[config.mk]
export PLATFORM = sky130hd
export DESIGN_NAME = serial_add_ctrl
export DESIGN_NICKNAME = d
export VERILOG_FILES = /design/src/rtl/serial_add_ctrl.sv
export SDC_FILE = /design/constraint.sdc
export NUM_CORES = 1
export LEC_CHECK = 0
export ABC_CLOCK_PERIOD_IN_PS = 10560
export CORE_MARGIN = 1
export CORE_UTILIZATION = 45
export DETAILED_ROUTE_END_ITERATION = 6
export PLACE_DENSITY = 0.69
export SLEW_MARGIN = 20
export SYNTH_ARGS = -nofsm -noshare
export SYNTH_HDL_FRONTEND = slang
export SYNTH_SLANG_ARGS = --single-unit
[constraint.sdc]
create_clock -name clk -period 10.56 [get_ports clk]
set_clock_uncertainty 0.15 [all_clocks]
set_input_delay 2.64 -clock clk [delete_from_list [all_inputs] [get_ports clk]]
set_output_delay 2.64 -clock clk [all_outputs]
set_load 0.005 [all_outputs]
[src/rtl/serial_add_ctrl.sv]
// rtl/serial_add_ctrl.sv - byte-serial add/subtract sequencer around one 8-bit ripple slice
// Operands are consumed LSB byte first; the carry is chained through carry_q between cycles.

module nbitAdder #(
   parameter int bits = 8
) (
   input  logic [bits-1:0] x_i,
   input  logic [bits-1:0] y_i,
   input  logic            ci_i,
   output logic [bits-1:0] s_o,
   output logic            co_o
);

   logic ripple;

   always_comb begin
      ripple = ci_i;
      s_o    = '0;
      for (int i = 0; i < bits; i++) begin
         s_o[i] = x_i[i] ^ y_i[i] ^ ripple;
         ripple = (x_i[i] & y_i[i]) | (ripple & (x_i[i] ^ y_i[i]));
      end
      co_o = ripple;
   end

endmodule

module serial_add_ctrl #(
   parameter int WORDS = 4
) (
   input  logic               clk,
   input  logic               rst_n,
   input  logic               start,
   input  logic               sub,
   input  logic               cin,
   input  logic               abort,
   input  logic [8*WORDS-1:0] a,
   input  logic [8*WORDS-1:0] b,
   output logic               busy,
   output logic               done,
   output logic [8*WORDS-1:0] sum,
   output logic               cout,
   output logic               ovf
);

   localparam int W     = 8 * WORDS;
   localparam int IDX_W = $clog2(WORDS);
   localparam logic [IDX_W-1:0] LAST = IDX_W'(WORDS - 1);

   typedef enum logic [1:0] {IDLE, RUN, DONE} state_t;

   state_t           state_q, state_d;
   logic [IDX_W-1:0] idx_q, idx_d;
   logic [W-1:0]     opa_q, opa_d;
   logic [W-1:0]     opb_q, opb_d;
   logic [W-1:0]     part_q, part_d;
   logic [W-1:0]     sum_q, sum_d;
   logic             carry_q, carry_d;
   logic             cout_q, cout_d;
   logic             ovf_q, ovf_d;
   logic             done_q, done_d;

   logic [7:0]       slice_s;
   logic             slice_co;

   nbitAdder #(.bits(8)) u_slice (
      .x_i  (opa_q[idx_q*8 +: 8]),
      .y_i  (opb_q[idx_q*8 +: 8]),
      .ci_i (carry_q),
      .s_o  (slice_s),
      .co_o (slice_co)
   );

   always_comb begin
      state_d = state_q;
      idx_d   = idx_q;
      opa_d   = opa_q;
      opb_d   = opb_q;
      part_d  = part_q;
      sum_d   = sum_q;
      carry_d = carry_q;
      cout_d  = cout_q;
      ovf_d   = ovf_q;
      done_d  = 1'b0;
      case (state_q)
         IDLE, DONE: begin
            if (start) begin
               state_d = RUN;
               opa_d   = a;
               opb_d   = sub ? ~b : b;
               carry_d = sub | cin;
               idx_d   = '0;
               part_d  = '0;
            end else begin
               state_d = IDLE;
            end
         end
         RUN: begin
            if (abort) begin
               state_d = IDLE;
               idx_d   = '0;
            end else begin
               part_d[idx_q*8 +: 8] = slice_s;
               carry_d = slice_co;
               idx_d   = idx_q + 1'b1;
               // Final byte: publish the assembled word, including the byte written this cycle.
               if (idx_q == LAST) begin
                  state_d = DONE;
                  idx_d   = '0;
                  sum_d   = part_d;
                  cout_d  = slice_co;
                  ovf_d   = (opa_q[W-1] == opb_q[W-1]) && (part_d[W-1] != opa_q[W-1]);
                  done_d  = 1'b1;
               end
            end
         end
         default: state_d = IDLE;
      endcase
   end

   always_ff @(posedge clk or negedge rst_n) begin
      if (!rst_n) begin
         state_q <= IDLE;
         idx_q   <= '0;
         opa_q   <= '0;
         opb_q   <= '0;
         part_q  <= '0;
         sum_q   <= '0;
         carry_q <= 1'b0;
         cout_q  <= 1'b0;
         ovf_q   <= 1'b0;
         done_q  <= 1'b0;
      end else begin
         state_q <= state_d;
         idx_q   <= idx_d;
         opa_q   <= opa_d;
         opb_q   <= opb_d;
         part_q  <= part_d;
         sum_q   <= sum_d;
         carry_q <= carry_d;
         cout_q  <= cout_d;
         ovf_q   <= ovf_d;
         done_q  <= done_d;
      end
   end

   assign busy = (state_q == RUN);
   assign done = done_q;
   assign sum  = sum_q;
   assign cout = cout_q;
   assign ovf  = ovf_q;

endmodule

* After elaboration in Yosys (flattened, before gate mapping)
Index checks and enable logic that the tools add are counted.
Operators by class: $add $sub $neg 2, eq/ne operators 8, shifts and indexed selects 4, muxes and demuxes 19, bitwise logic cells 43, reductions and logical operators 8
Operators by type and width (number):
- $mux W32 | 3
- $pmux W32 S2 | 1
- $shiftx A32 B6 Y8 | 2
- $neg A5 Y34 | 1
- $shift A8 B34 Y32 const A | 1
- $shiftx A8 B34 Y32 | 1
- $bwmux W32 | 1
- $not A32 Y32 | 1
- $and A1 B1 Y1 | 16
- $xor A1 B1 Y1 | 16
- $mux W2 | 5
- $or A1 B1 Y1 | 9
- $pmux W2 S2 | 2
- $mux W1 | 6
- $reduce_and A3 Y1 | 2
- $eq A2 B2 Y1 const B | 2
- $ne A2 B2 Y1 const B | 2
- $reduce_and A2 Y1 | 2
- $ne A3 B2 Y1 const B | 1
- $add A2 B1 Y2 const B | 1
- $eq A2 B1 Y1 const B | 1
- $logic_not A2 Y1 | 1
- $pmux W1 S2 | 1
- $reduce_bool A2 Y1 | 1
- 5 further kinds | 5
Storage, ports and cells: bits in registers 136

* Longest topological paths before layout
Gate-level depths: netlist of the first run.
depth in word-level cells 21, depth in mapped cells 19, gate-level depth less buffers 16

* Cells and area by module
Synthesis of the first run repeated with hierarchy kept, for this count alone.
Unflattened totals: cell total of the unflattened synthesis 619, area total of the unflattened synthesis 6418.7 um^2
Modules (own cells, without submodules):
- serial_add_ctrl | times used 1, cells each 601, area an instance 6221.0 um^2, sequential area each 3403.3 um^2
- nbitAdder | times used 1, cells each 18, area an instance 197.7 um^2, sequential area each 0.0 um^2

* Least setup slack after synthesis of the first run
No wires, ideal clock.
path kind register to register, from register idx_q[1], to register sum_q[31] (netlist: sum[31]), setup time 0.137 ns, arrival time 4.706 ns, slack 5.566 ns, cell stages (with the launch flop) 19, buffers on the path 3, cells stage by stage dfrtp_1 > clkbuf_1 > clkbuf_1 > mux4_2 > inv_1 > fa_1 > fa_1 > fa_1 > fa_1 > fa_1 > inv_1 > fa_1 > inv_1 > fa_1 > inv_1 > fa_1 > clkbuf_1 > a21boi_0 > a21oi_1
Between the ends: longest elaborated chain between the ends 19
RTL lines:
- start, declared | line 53 | logic [IDX_W-1:0] idx_q, idx_d;
- start signal, assigned | line 135 | idx_q <= idx_d;
- $shiftx A32 B6 Y8 (on tied branches) | line 67, 68
- $xor A1 B1 Y1 | line 20, 21
- $and A1 B1 Y1 | line 21 | ripple = (x_i[i] & y_i[i]) | (ripple & (x_i[i] ^ y_i[i]));
- $or A1 B1 Y1 | line 21
- $and A1 B1 Y1 | line 21
- $or A1 B1 Y1 | line 21
- $and A1 B1 Y1 | line 21
- $or A1 B1 Y1 | line 21
- [3 not listed]
- $or A1 B1 Y1 | line 21
- $and A1 B1 Y1 | line 21
- $or A1 B1 Y1 | line 21
- $and A1 B1 Y1 | line 21
- $or A1 B1 Y1 | line 21
- $xor A1 B1 Y1 | line 20 | s_o[i] = x_i[i] ^ y_i[i] ^ ripple;
- $shiftx A8 B34 Y32 | line 103 | part_d[idx_q*8 +: 8] = slice_s;
- $bwmux W32 | line 103
- end signal, assigned | line 139 | sum_q <= sum_d;
- end, declared | line 57 | logic [W-1:0] sum_q, sum_d;
Parallel ways exist; a longest one is shown, timed or not. A chain may end at the register's enable or synchronous reset.

* Final worst setup path of the first run
from register idx_q[0], to register sum_q[31] (netlist: sum[31])
Same word-level chain as after synthesis.

==> key figures, run 1 <==
Detailed routing
  • DRC Markers: 0
  • Vias per inst: around 5.4
  • Met3 routed WL: approximately 730 um
  • Antenna Nets Post-Route: 0
  • Metal-1 WL: approximately 6400 um
  • Met2 WL post-DR: approximately 7100 um
  • WL/cell: between 15 and 20 um
  • 1st-pass router iterations: 5
  • DR vias: approximately 4800
  • Iter 0 DRT Violations: 332
  • Top layer in use: met4
  • WL final: about 14000 um

Placement
  • Cell Area, Placed: 0.00762 mm^2
  • Placement Setup Slack: around 5.3 ns
  • RD Place Congestion: 0.794
  • Port-buffer cells: around 110
  • Post-DP HPWL: 10100 um

Setup path
  • CP Launch Type: register
  • Critical path, cell by cell: buf_4 -> mux4_2 -> inv_1 -> fa_1 -> fa_1 -> fa_1 -> fa_1 -> fa_1 -> inv_1 -> fa_1 -> inv_1 -> fa_1 -> inv_1 -> fa_1 -> a21boi_0 -> a21oi_1
  • CP peak stage delay: roughly 0.59 ns
  • Crit Path Class: register to register
  • CP max stage cell: dfrtp_1
  • Crit end category: register
  • CP Data Required Time: about 11 ns
  • WP buf/inv: 5
  • Top delay family on crit path: adder cells
  • Most frequent CP cell: fa_1
  • Crit path DAT: around 5.4 ns
  • Max FO, Critical Path: 16

Cells and area
  • Filler cell count: roughly 1200
  • Area Growth Syn to Fin: 26.4%
  • Layout cell share with drive strength beyond 1: a little under a tenth
  • Core Util, Final: about 59%
  • Diodes inserted: 0
  • # nets final: slightly below 800
  • Final instance area: just over 0.008 mm^2

Clocking
  • Clock sinks: around 140
  • Cts bufs inserted: 17
  • Cts hold-fix bufs: 0
  • Root Buffer: clkbuf_16
  • Post-CTS sizing: 0
  • Clock latency on the worst-skew pair: 0.41 ns
  • Setup Buffers After CTS: 0
  • CTS Buffer Depth: 2
  • Clock transition at path regs: 0.06 ns
  • TritonCTS clock tree: done
  • Number of H-tree levels: 4

Global route
  • Number of antenna violations at the first check in global routing: 0
  • First-pass GRT wire length: about 24000 um
  • Total track usage: between 20% and 30%
  • Number of global-route vias before repair: about 4800
  • Largest net degree at the start of global routing: 99
  • Total gr overflow: 0

Yosys
  • Main combinational cell family by area after synthesis: compound AO/OA/AOI/OAI gates
  • Cell taking the most area after synthesis: dfrtp_1
  • Synth Cell Area: between 0.006 and 0.007 mm^2
  • Post-Synth XOR/XNOR Area: 4.32%
  • Yosys warnings: 0
  • Mux contribution to synthesized area: between 7 and 8%
  • Post-Synth Adder-Cell Area: 3.63%
  • Synth Area per Inst: around 11 um^2
  • Synth Instances: between 600 and 700
  • Post-synth cell types: 46
  • Number of synthesized flops with an enable pin: 0
  • Sequential area share after synthesis: 52.5%
  • Share of the synthesized area in the top cell type: 52.5%
  • Post-synthesis compound-gate area fraction: around 14%
  • Fraction of the mapped netlist area in simple logic gates: about an eighth
  • Synth top area cells: dfrtp_1 52%, nand2_1 7.6%, mux4_2 5.6%
  • Syn Nets: slightly below 700
  • Post-synth ARST share: 100%
  • #FFs+latches synth: 136
  • Predominant post-synthesis flop cell: dfrtp_1

Timing
  • Min Tclk post-route: about 5.3 ns
  • Highest Clock Rate: between 150 and 200 MHz
  • # setup viols final: 0
  • Final-report max-slew violation count: 0
  • Slew HR: about 39%
  • Final setup margin: around 5.3 ns
  • Period utilization: slightly below 50%
  • Setup TNS Final: 0 ns
  • Final number of hold-violating endpoints: 0
  • RSZ-0062 raised after global routing: no
  • Worst-margin pin slew: approximately 0.92 ns

Outcome
  • Status: finished, final reports clean

Job
  • Max cap viols: 0

Floorplan
  • Die span in x: roughly 120 um
  • Starting Density: a little under half
  • Core Rows: 43
  • CORE AREA: 0.0140 mm^2
  • Die area: ~0.015 mm^2
  • Die height: 122 um
  • Number of top-level pins: between 100 and 150

Pwr
  • Leak: 3.51 nW
  • Pwr Total: around 2.2 mW
  • Peak supply drop: 0.199 mV
  • PwrDens: approximately 270 mW/mm^2

Min path
  • Worst Hold Class: register to register
-- registers in the layout (all words and copies together), names as in the netlist --
signal and flops:
sum 32, carry_q 1, idx_q 2, opb_q 32, ovf 1, state_q 2
opa_q 32, done 1, part_q 32, cout 1
-- cell type report --
| class | count | area (um^2) | area share (%) |
|---|---|---|---|
| timing repair buffer | 111 | 1090 | 13.3 |
| sequential | 136 | 3400 | 41.5 |
| tap | 180 | 225 | 2.75 |
| clock inverter | 11 | 97.6 | 1.19 |
| clock buffer | 21 | 480 | 5.86 |
| inverter | 39 | 146 | 1.79 |
| multi-input combinational | 384 | 2760 | 33.6 |
-- power by group --
part | internal, mW | switching [mW] | total (mW) | leakage [nW]
registers | 0.672 | 0.0926 | 0.765 | 1.75
logic | 0.410 | 0.496 | 0.907 | 1.49
clock network | 0.347 | 0.217 | 0.564 | 0.265
total | 1.43 | 0.806 | 2.24 | 3.51
-- cells by family after synthesis --
family	count (synthesis)
AOI/OAI and AO/OA	133
muxes	24
xor gates and xnor gates	32
DFF	136
adders and majority gates	14
buffers and inverters	86
and+or+nand+nor	181
-- final timing paths --
kind                                  startpoint                     to  slack, ns  cells after the start
setup / recovery            idx_q[0]$_DFFE_PN0P_    sum[31]$_DFFE_PN0P_       5.31                     16
hold / removal             opa_q[18]$_DFFE_PN0P_  opa_q[18]$_DFFE_PN0P_       0.32                      2
setup reg to reg            idx_q[0]$_DFFE_PN0P_    sum[31]$_DFFE_PN0P_       5.31                     16
hold reg to reg            opa_q[18]$_DFFE_PN0P_  opa_q[18]$_DFFE_PN0P_       0.32                      2
max in group asynchronous                  rst_n  opb_q[12]$_DFFE_PN0P_       6.91                      2
min in group asynchronous                  rst_n    sum[28]$_DFFE_PN0P_       2.05                      1
-- metal layers --
layer,track usage [%],vias up
met5,0,-
met4,7.32,0
met3,4.82,23
met2,34.7,166
met1,28.4,2340
li1,-,2234
-- Yosys cell counts (4+ instances only) --
library cell	instances
a22o_1	6
o21ai_0	34
nor4bb_1	4
o221ai_1	18
buf_2	12
ha_1	6
o2bb2ai_1	24
a21oi_1	20
o21a_1	18
inv_1	39
a2bb2oi_1	6
dfrtp_1	136
buf_1	7
nor2_1	19
mux4_2	16
fa_1	8
xnor2_1	32
nand2_1	132
nor2b_1	8
clkbuf_1	26
-- layout by cell type, fill, tap and decap left out, types with 7 or more instances in the layout --
master and count:
clkinvlp_4 7, nand2_1 132, o2bb2ai_1 24, nor2_1 19, o221ai_1 18, inv_1 39
clkbuf_16 17, nor2b_1 7, fa_1 8, o21a_1 18, xnor2_1 32, a21oi_1 20
clkdlybuf4s50_1 103, dfrtp_1 136, mux4_2 16, o21ai_0 34
-- metrics by stage --
stage,std cells,hold WS [ns]
global placement,850,0.303
floorplan,606,0.290
CTS,882,0.323
global route,882,0.338
detailed placement,850,0.309
finish,882,0.321
-- worst reg2reg max path: cells and delay by family (launching register included) --
kind                       cells  cell delay, ns
adders and majority gates      8            3.00
buffers and inverters          5            0.67
DFF                            1            0.59
AOI/OAI and AO/OA              2            0.38
muxes                          1            0.29
No activity file was read; power rests on OpenSTA's default activity.
==> inputs of run 2 (changes only) <==
--- a/config.mk
+++ b/config.mk
@@ -5,11 +5,11 @@
 export SDC_FILE = /design/constraint.sdc
 export NUM_CORES = 1
 export LEC_CHECK = 0
-export ABC_CLOCK_PERIOD_IN_PS = 10560
+export ABC_CLOCK_PERIOD_IN_PS = 4600
 export CORE_MARGIN = 1
 export CORE_UTILIZATION = 45
 export DETAILED_ROUTE_END_ITERATION = 6
-export PLACE_DENSITY = 0.69
+export PLACE_DENSITY = 0.72
 export SLEW_MARGIN = 20
 export SYNTH_ARGS = -nofsm -noshare
 export SYNTH_HDL_FRONTEND = slang
==> constraint.sdc (replaced) <==
create_clock -name clk -period 4.6 [get_ports clk]
set_clock_uncertainty 0.15 [all_clocks]
set_input_delay 1.15 -clock clk [delete_from_list [all_inputs] [get_ports clk]]
set_output_delay 1.15 -clock clk [all_outputs]
set_load 0.005 [all_outputs]
==> key figures, run 2 (synthesized netlist as in run 1, its figures left out) <==
Cells and area
  • Multi-input gate area: 0.00278 mm^2 (+0.86%)
  • Finished Layout Cells: 888 (+0.68%)
  • Layout cell share with drive strength beyond 1: 12.1% (+2.6 points)
  • Filler cell count: 1213 (+2.8%)
  • Most frequent cells in the layout: 135 x dfrtp_1, 132 x nand2_1, 103 x clkdlybuf4s50_1, 34 x inv_1, 34 x o21ai_0
  • Sequential cell area: 0.00340 mm^2 (about the same)
  • Area Growth Syn to Fin: 27.4%
  • Diodes inserted: 0 (unchanged)
  • # nets final: 779 (+0.78%)
  • Core Util, Final: 59.1% (+0.47 points)
  • Commonest non-fill, non-tap cell in the layout: dfrtp_1

Timing
  • Min Tclk post-route: 4.52 ns (-0.728 ns)
  • # setup viols final: 0 (unchanged)
  • Worst-margin pin slew: 0.892 ns (-0.0279 ns)
  • Final-report max-slew violation count: 0 (unchanged)
  • Final setup margin: 0.0773 ns (-5.23 ns)
  • Final number of hold-violating endpoints: 0 (unchanged)
  • RSZ-0062 raised after global routing: yes
  • Period utilization: 98.3% (+49 points)
  • Hold WS: 0.318 ns (-0.00313 ns)
  • Highest Clock Rate: 221 MHz (+16%)
  • Slew HR: 40.5% (+1.9 points)

Clocking
  • TritonCTS clock tree: done
  • Cts bufs inserted: 17 (unchanged)
  • Clock transition at path regs: 0.06 ns (about the same)
  • Cts hold-fix bufs: 0 (unchanged)
  • Clock sinks: 136 (unchanged)
  • CTS Buffer Depth: 2 (unchanged)
  • Number of H-tree levels: 4 (unchanged)
  • Root Buffer: clkbuf_16
  • Clock latency on the worst-skew pair: 0.42 ns (about the same)

Floorplan
  • Starting Density: 46.4% (unchanged)
  • CORE AREA: 0.0140 mm^2 (unchanged)
  • Die span in x: 122 um (unchanged)
  • Die height: 122 um (unchanged)
  • Die area: 0.0149 mm^2 (unchanged)
  • Core Rows: 43 (unchanged)
  • Number of top-level pins: 106 (unchanged)

Detailed routing
  • Iter 0 DRT Violations: 342 (+3.0%)
  • 1st-pass router iterations: 5 (unchanged)
  • DR vias: 4780 (+0.36%)
  • WL/cell: 16.6 um (+1.4%)
  • Vias per inst: 5.38 (-0.32%)
  • WL final: 14800 um (+2.1%)
  • DRC Markers: 0 (unchanged)
  • Antenna Nets Post-Route: 0 (unchanged)

Setup path
  • Crit end category: register
  • CP Data Required Time: 4.75 ns (-5.91 ns)
  • CP Launch Type: register
  • Crit Path Class: register to register
  • Max FO, Critical Path: 6 (-10)
  • CP Launch Point: idx_q[0]$_DFFE_PN0P_
  • Crit path DAT: 4.67 ns (-0.68 ns)
  • RR Startpoint: idx_q[0]$_DFFE_PN0P_

Pwr
  • Sw Ratio: 35.3% (-0.73 points)
  • Peak supply drop: 0.382 mV (+92%)
  • P_sw: 1.88 mW (+130%)
  • PwrDens: 642 mW/mm^2 (+140%)
  • Logic pwr share: 43.1% (+2.5 points)
  • Leak: 3.55 nW (+1.2%)
  • Sequential share of power: 32.9% (-1.3 points)
  • Clock Power Share: 24.0% (-1.2 points)
  • Int Power: 3.43 mW (+140%)
  • Pwr Total: 5.31 mW (+140%)

Min path
  • Worst Hold Class: register to register
  • Hold Crit Start: opa_q[27]$_DFFE_PN0P_

Global route
  • First-pass GRT wire length: 24100 um (-0.45%)
  • Total track usage: 21.5% (+0.061 points)
  • Number of global-route vias before repair: 4724 (-2.2%)
  • Largest net degree at the start of global routing: 81 (-18%)
  • Total gr overflow: 0 (unchanged)
  • Number of antenna violations at the first check in global routing: 0 (unchanged)

Outcome
  • Status: finished, final reports clean

Placement
  • Placement Setup Slack: -0.0241 ns (-5.28 ns)
  • Dpl cells: 854 (+0.47%)
  • Post-DP HPWL: 10400 um (+2.6%)
  • Port-buffer cells: 105 (unchanged)
  • RD Place Congestion: 0.811 (+2.1%)

Job
  • Max cap viols: 0 (unchanged)
run 2: metrics by stage:
stage	TNS, ns	instance area [um^2]
3_5_place_dp	-0.0842	7670
5_1_grt	-0.0678	8270
4_1_cts	0	8230
3_3_place_gp	0	7670
6_report	0	8270
2_1_floorplan	0	6530
run 2: layout make-up:
cell class                 count  area share [%]
inverter                      39            1.77
clock inverter                 9           0.878
clock buffer                  23            5.90
multi-input combinational    384            33.6
timing repair buffer         117            13.9
sequential                   136            41.2
tap                          180            2.72
run 2: worst max-delay path: stages, from the launching register on:
cell,delay [ns]
dfrtp_2,0.43
mux4_2,0.34
inv_2,0.04
fa_2,0.37
fa_2,0.42
fa_2,0.39
fa_2,0.37
fa_2,0.34
inv_2,0.06
fa_2,0.18
inv_2,0.04
fa_2,0.34
inv_2,0.07
fa_2,0.50
buf_6,0.17
a22o_1,0.20
run 2: what timing repair did:
action	4_1_cts	5_1_grt
resized for setup	1	14
pin swaps	0	6
setup buffers	0	2
endpoints found under the setup margin	5	9
run 2: worst paths after layout:
| path | endpoint | slack [ns] | depth (start not counted) |
|---|---|---|---|
| max | part_q[23]$_DFFE_PN0P_ | 0.08 | 15 |
| min | opa_q[27]$_DFFE_PN0P_ | 0.32 | 2 |
| max reg2reg | part_q[23]$_DFFE_PN0P_ | 0.08 | 15 |
| min reg2reg | opa_q[27]$_DFFE_PN0P_ | 0.32 | 2 |
| max in group asynchronous | part_q[5]$_DFFE_PN0P_ | 2.77 | 2 |
| min in group asynchronous | done$_DFF_PN0_ | 0.70 | 1 |
run 2: routing by layer:
layer | GRT usage (%) | up-vias | wire, um
li1 | - | 2242 | -
met1 | 29.0 | 2328 | 6540
met2 | 34.3 | 189 | 7130
met3 | 4.63 | 21 | 802
met4 | 7.55 | 0 | 313
met5 | 0 | - | 0
run 2: power by group through the flow:
stage | logic [mW] | clock network, mW | registers [mW]
after floorplan | 1.27 | 0 | 1.72
after detailed placement | 2.15 | 0 | 1.77
after global placement | 2.10 | 0 | 1.75
after CTS | 2.17 | 1.29 | 1.75
final | 2.29 | 1.27 | 1.75
after global routing | 2.46 | 1.35 | 1.79
==> inputs of run 3 (changes only) <==
--- a/config.mk
+++ b/config.mk
@@ -6,10 +6,12 @@
 export NUM_CORES = 1
 export LEC_CHECK = 0
 export ABC_CLOCK_PERIOD_IN_PS = 4600
+export CAP_MARGIN = 40
 export CORE_MARGIN = 1
 export CORE_UTILIZATION = 45
 export DETAILED_ROUTE_END_ITERATION = 6
 export PLACE_DENSITY = 0.72
+export RECOVER_POWER = 100
 export SLEW_MARGIN = 20
 export SYNTH_ARGS = -nofsm -noshare
 export SYNTH_HDL_FRONTEND = slang
==> key figures, run 3 (synthesized netlist as in run 1, its figures left out) <==
Pwr
  • Peak supply drop: 0.378 mV (-1.2%)
  • Clock Power Share: 23.3% (-0.7 points)
  • Leak: 3.61 nW (+1.7%)
  • Logic pwr share: 43.0% (about the same)
  • PwrDens: 629 mW/mm^2 (-2.1%)
  • P_sw: 1.85 mW (-1.4%)
  • Int Power: 3.33 mW (-3.1%)
  • Pwr Total: 5.17 mW (-2.5%)
  • Sequential share of power: 33.7% (+0.8 points)
  • Sw Ratio: 35.7% (+0.40 points)

Floorplan
  • Core Rows: 43 (unchanged)
  • Die span in x: 122 um (unchanged)
  • Starting Density: 46.4% (unchanged)
  • CORE AREA: 0.0140 mm^2 (unchanged)
  • Die height: 122 um (unchanged)
  • Die area: 0.0149 mm^2 (unchanged)
  • Number of top-level pins: 106 (unchanged)

Setup path
  • CP Data Required Time: 4.75 ns (about the same)
  • Crit Path Class: register to register
  • Max FO, Critical Path: 6 (unchanged)
  • Critical path, cell by cell: mux4_2 -> inv_2 -> fa_2 -> fa_2 -> fa_2 -> fa_2 -> fa_2 -> inv_2 -> fa_2 -> inv_2 -> fa_2 -> inv_2 -> fa_2 -> buf_6 -> a22o_1
  • Crit path DAT: 4.69 ns (+0.02 ns)
  • CP max stage cell: fa_2
  • Crit end category: register
  • CP peak stage delay: 0.50 ns (about the same)
  • Most frequent CP cell: fa_2
  • CP Launch Type: register
  • WP buf/inv: 5 (unchanged)
  • Top delay family on crit path: adder cells

Placement
  • Post-DP HPWL: 10400 um (about the same)
  • Dpl cells: 855 (+0.12%)
  • Placement Setup Slack: -0.0367 ns (-0.0126 ns)
  • Port-buffer cells: 105 (unchanged)
  • RD Place Congestion: 0.811 (unchanged)

Clocking
  • Cts hold-fix bufs: 0 (unchanged)
  • Number of H-tree levels: 4 (unchanged)
  • Root Buffer: clkbuf_16
  • Cts bufs inserted: 17 (unchanged)
  • Clock transition at path regs: 0.05 ns (about the same)
  • Clock sinks: 136 (unchanged)
  • TritonCTS clock tree: done
  • CTS Buffer Depth: 2 (unchanged)
  • Clock latency on the worst-skew pair: 0.41 ns (about the same)

Global route
  • Largest net degree at the start of global routing: 81 (unchanged)
  • Number of antenna violations at the first check in global routing: 0 (unchanged)
  • Number of global-route vias before repair: 4727 (+0.064%)
  • Total track usage: 21.5% (+0.027 points)
  • Total gr overflow: 0 (unchanged)
  • First-pass GRT wire length: 24300 um (+0.48%)

Detailed routing
  • Metal-1 WL: 6650 um (+1.7%)
  • Top layer in use: met4
  • WL/cell: 16.8 um (+0.72%)
  • 1st-pass router iterations: 5 (unchanged)
  • Iter 0 DRT Violations: 359 (+5.0%)
  • DRC Markers: 0 (unchanged)
  • WL final: 14900 um (+0.83%)
  • Vias per inst: 5.37 (-0.28%)
  • Met2 WL post-DR: 7130 um (about the same)
  • Met3 routed WL: 766 um (-4.5%)
  • DR vias: 4772 (-0.17%)
  • Antenna Nets Post-Route: 0 (unchanged)

Cells and area
  • # nets final: 781 (+0.26%)
  • Area Growth Syn to Fin: 26.9%
  • Most frequent cells in the layout: 135 x dfrtp_1, 132 x nand2_1, 66 x clkdlybuf4s50_1, 37 x dlygate4sd3_1
  • Layout cell share with drive strength beyond 1: 11.0% (-1.1 points)
  • Finished Layout Cells: 889 (+0.11%)
  • Commonest non-fill, non-tap cell in the layout: dfrtp_1
  • Diodes inserted: 0 (unchanged)
  • Core Util, Final: 58.9% (-0.23 points)

Job
  • Max cap viols: 1 (+1)

Outcome
  • Failing checks: max-capacitance violations, max-slew violations
  • Status: finished with violations

Timing
  • Min Tclk post-route: 4.54 ns (+0.0158 ns)
  • Final-report max-slew violation count: 69 (+69)
  • # setup viols final: 0 (unchanged)
  • RSZ-0062 raised after global routing: yes
  • Slew HR: -9.74% (-50 points)
  • Setup TNS Final: 0 ns (unchanged)
  • Final number of hold-violating endpoints: 0 (unchanged)
  • Highest Clock Rate: 220 MHz (-0.35%)
  • Period utilization: 98.7% (+0.34 points)
  • Final setup margin: 0.0616 ns (-0.0158 ns)
  • Worst-margin pin slew: 1.65 ns (+0.754 ns)

Min path
  • Worst Hold Class: register to register
==> run 3: cell types whose count changed in the layout (fill, tap and decap cells not counted), moves of 2 or more <==
cell	delta
buf_4	-2
clkbuf_1	+6
clkbuf_2	+2
clkdlybuf4s50_1	-37
clkinv_2	-4
dlygate4sd3_1	+37
==> run 3: cell type report <==
class | instances | area [um^2]
Fill cell | 1200 | 5760
Sequential cell | 136 | 3400
Clock buffer | 28 | 507
Clock inverter | 3 | 15.0
Multi-Input combinational cell | 384 | 2760
Timing Repair Buffer | 119 | 1180
Tap cell | 180 | 225
Inverter | 39 | 146
==> run 3: metal layers <==
layer,up-vias,GRT usage [%]
met5,-,0
met4,0,9.22
met3,27,4.63
met2,162,34.1
met1,2337,28.6
li1,2246,-
==> run 3: path summary, 6_finish.rpt <==
path | startpoint | endpoint | slack [ns] | cells after the start
setup / recovery | idx_q[0]$_DFFE_PN0P_ | part_q[7]$_DFFE_PN0P_ | 0.06 | 15
hold / removal | opa_q[27]$_DFFE_PN0P_ | opa_q[27]$_DFFE_PN0P_ | 0.32 | 2
setup reg to reg | idx_q[0]$_DFFE_PN0P_ | part_q[7]$_DFFE_PN0P_ | 0.06 | 15
hold reg to reg | opa_q[27]$_DFFE_PN0P_ | opa_q[27]$_DFFE_PN0P_ | 0.32 | 2
max in group asynchronous | rst_n | part_q[5]$_DFFE_PN0P_ | 1.70 | 2
min in group asynchronous | rst_n | done$_DFF_PN0_ | 0.58 | 1
==> run 3: per-stage QoR <==
step / instance area, um^2 / hold WS, ns
after detailed placement: 7700 / 0.309
after CTS: 8220 / 0.322
after global routing: 8230 / 0.342
after global placement: 7670 / 0.305
after floorplan: 6530 / 0.290
final: 8230 / 0.321
==> run 3: power groups by stage <==
stage	registers, mW	clock network, mW	logic, mW
CTS	1.75	1.22	2.17
detailed placement	1.77	0	2.16
global route	1.79	1.27	2.40
global placement	1.75	0	2.10
finish	1.74	1.20	2.23
floorplan	1.72	0	1.27
==> run 3: what timing repair did <==
action,4_1_cts,5_1_grt
cloned,0,0
setup endpoints to repair,8,9
pin swaps,0,5
resized for setup,2,13
setup buffers,0,2
==> run 3: worst reg2reg max path, cell delays in order, from the launching register on <==
cell and delay [ns]:
dfrtp_2 0.43, mux4_2 0.34, inv_2 0.04, fa_2 0.37, fa_2 0.43, fa_2 0.39, fa_2 0.37, fa_2 0.35
inv_2 0.07, fa_2 0.19, inv_2 0.04, fa_2 0.33, inv_2 0.07, fa_2 0.50, buf_6 0.17, a22o_1 0.20
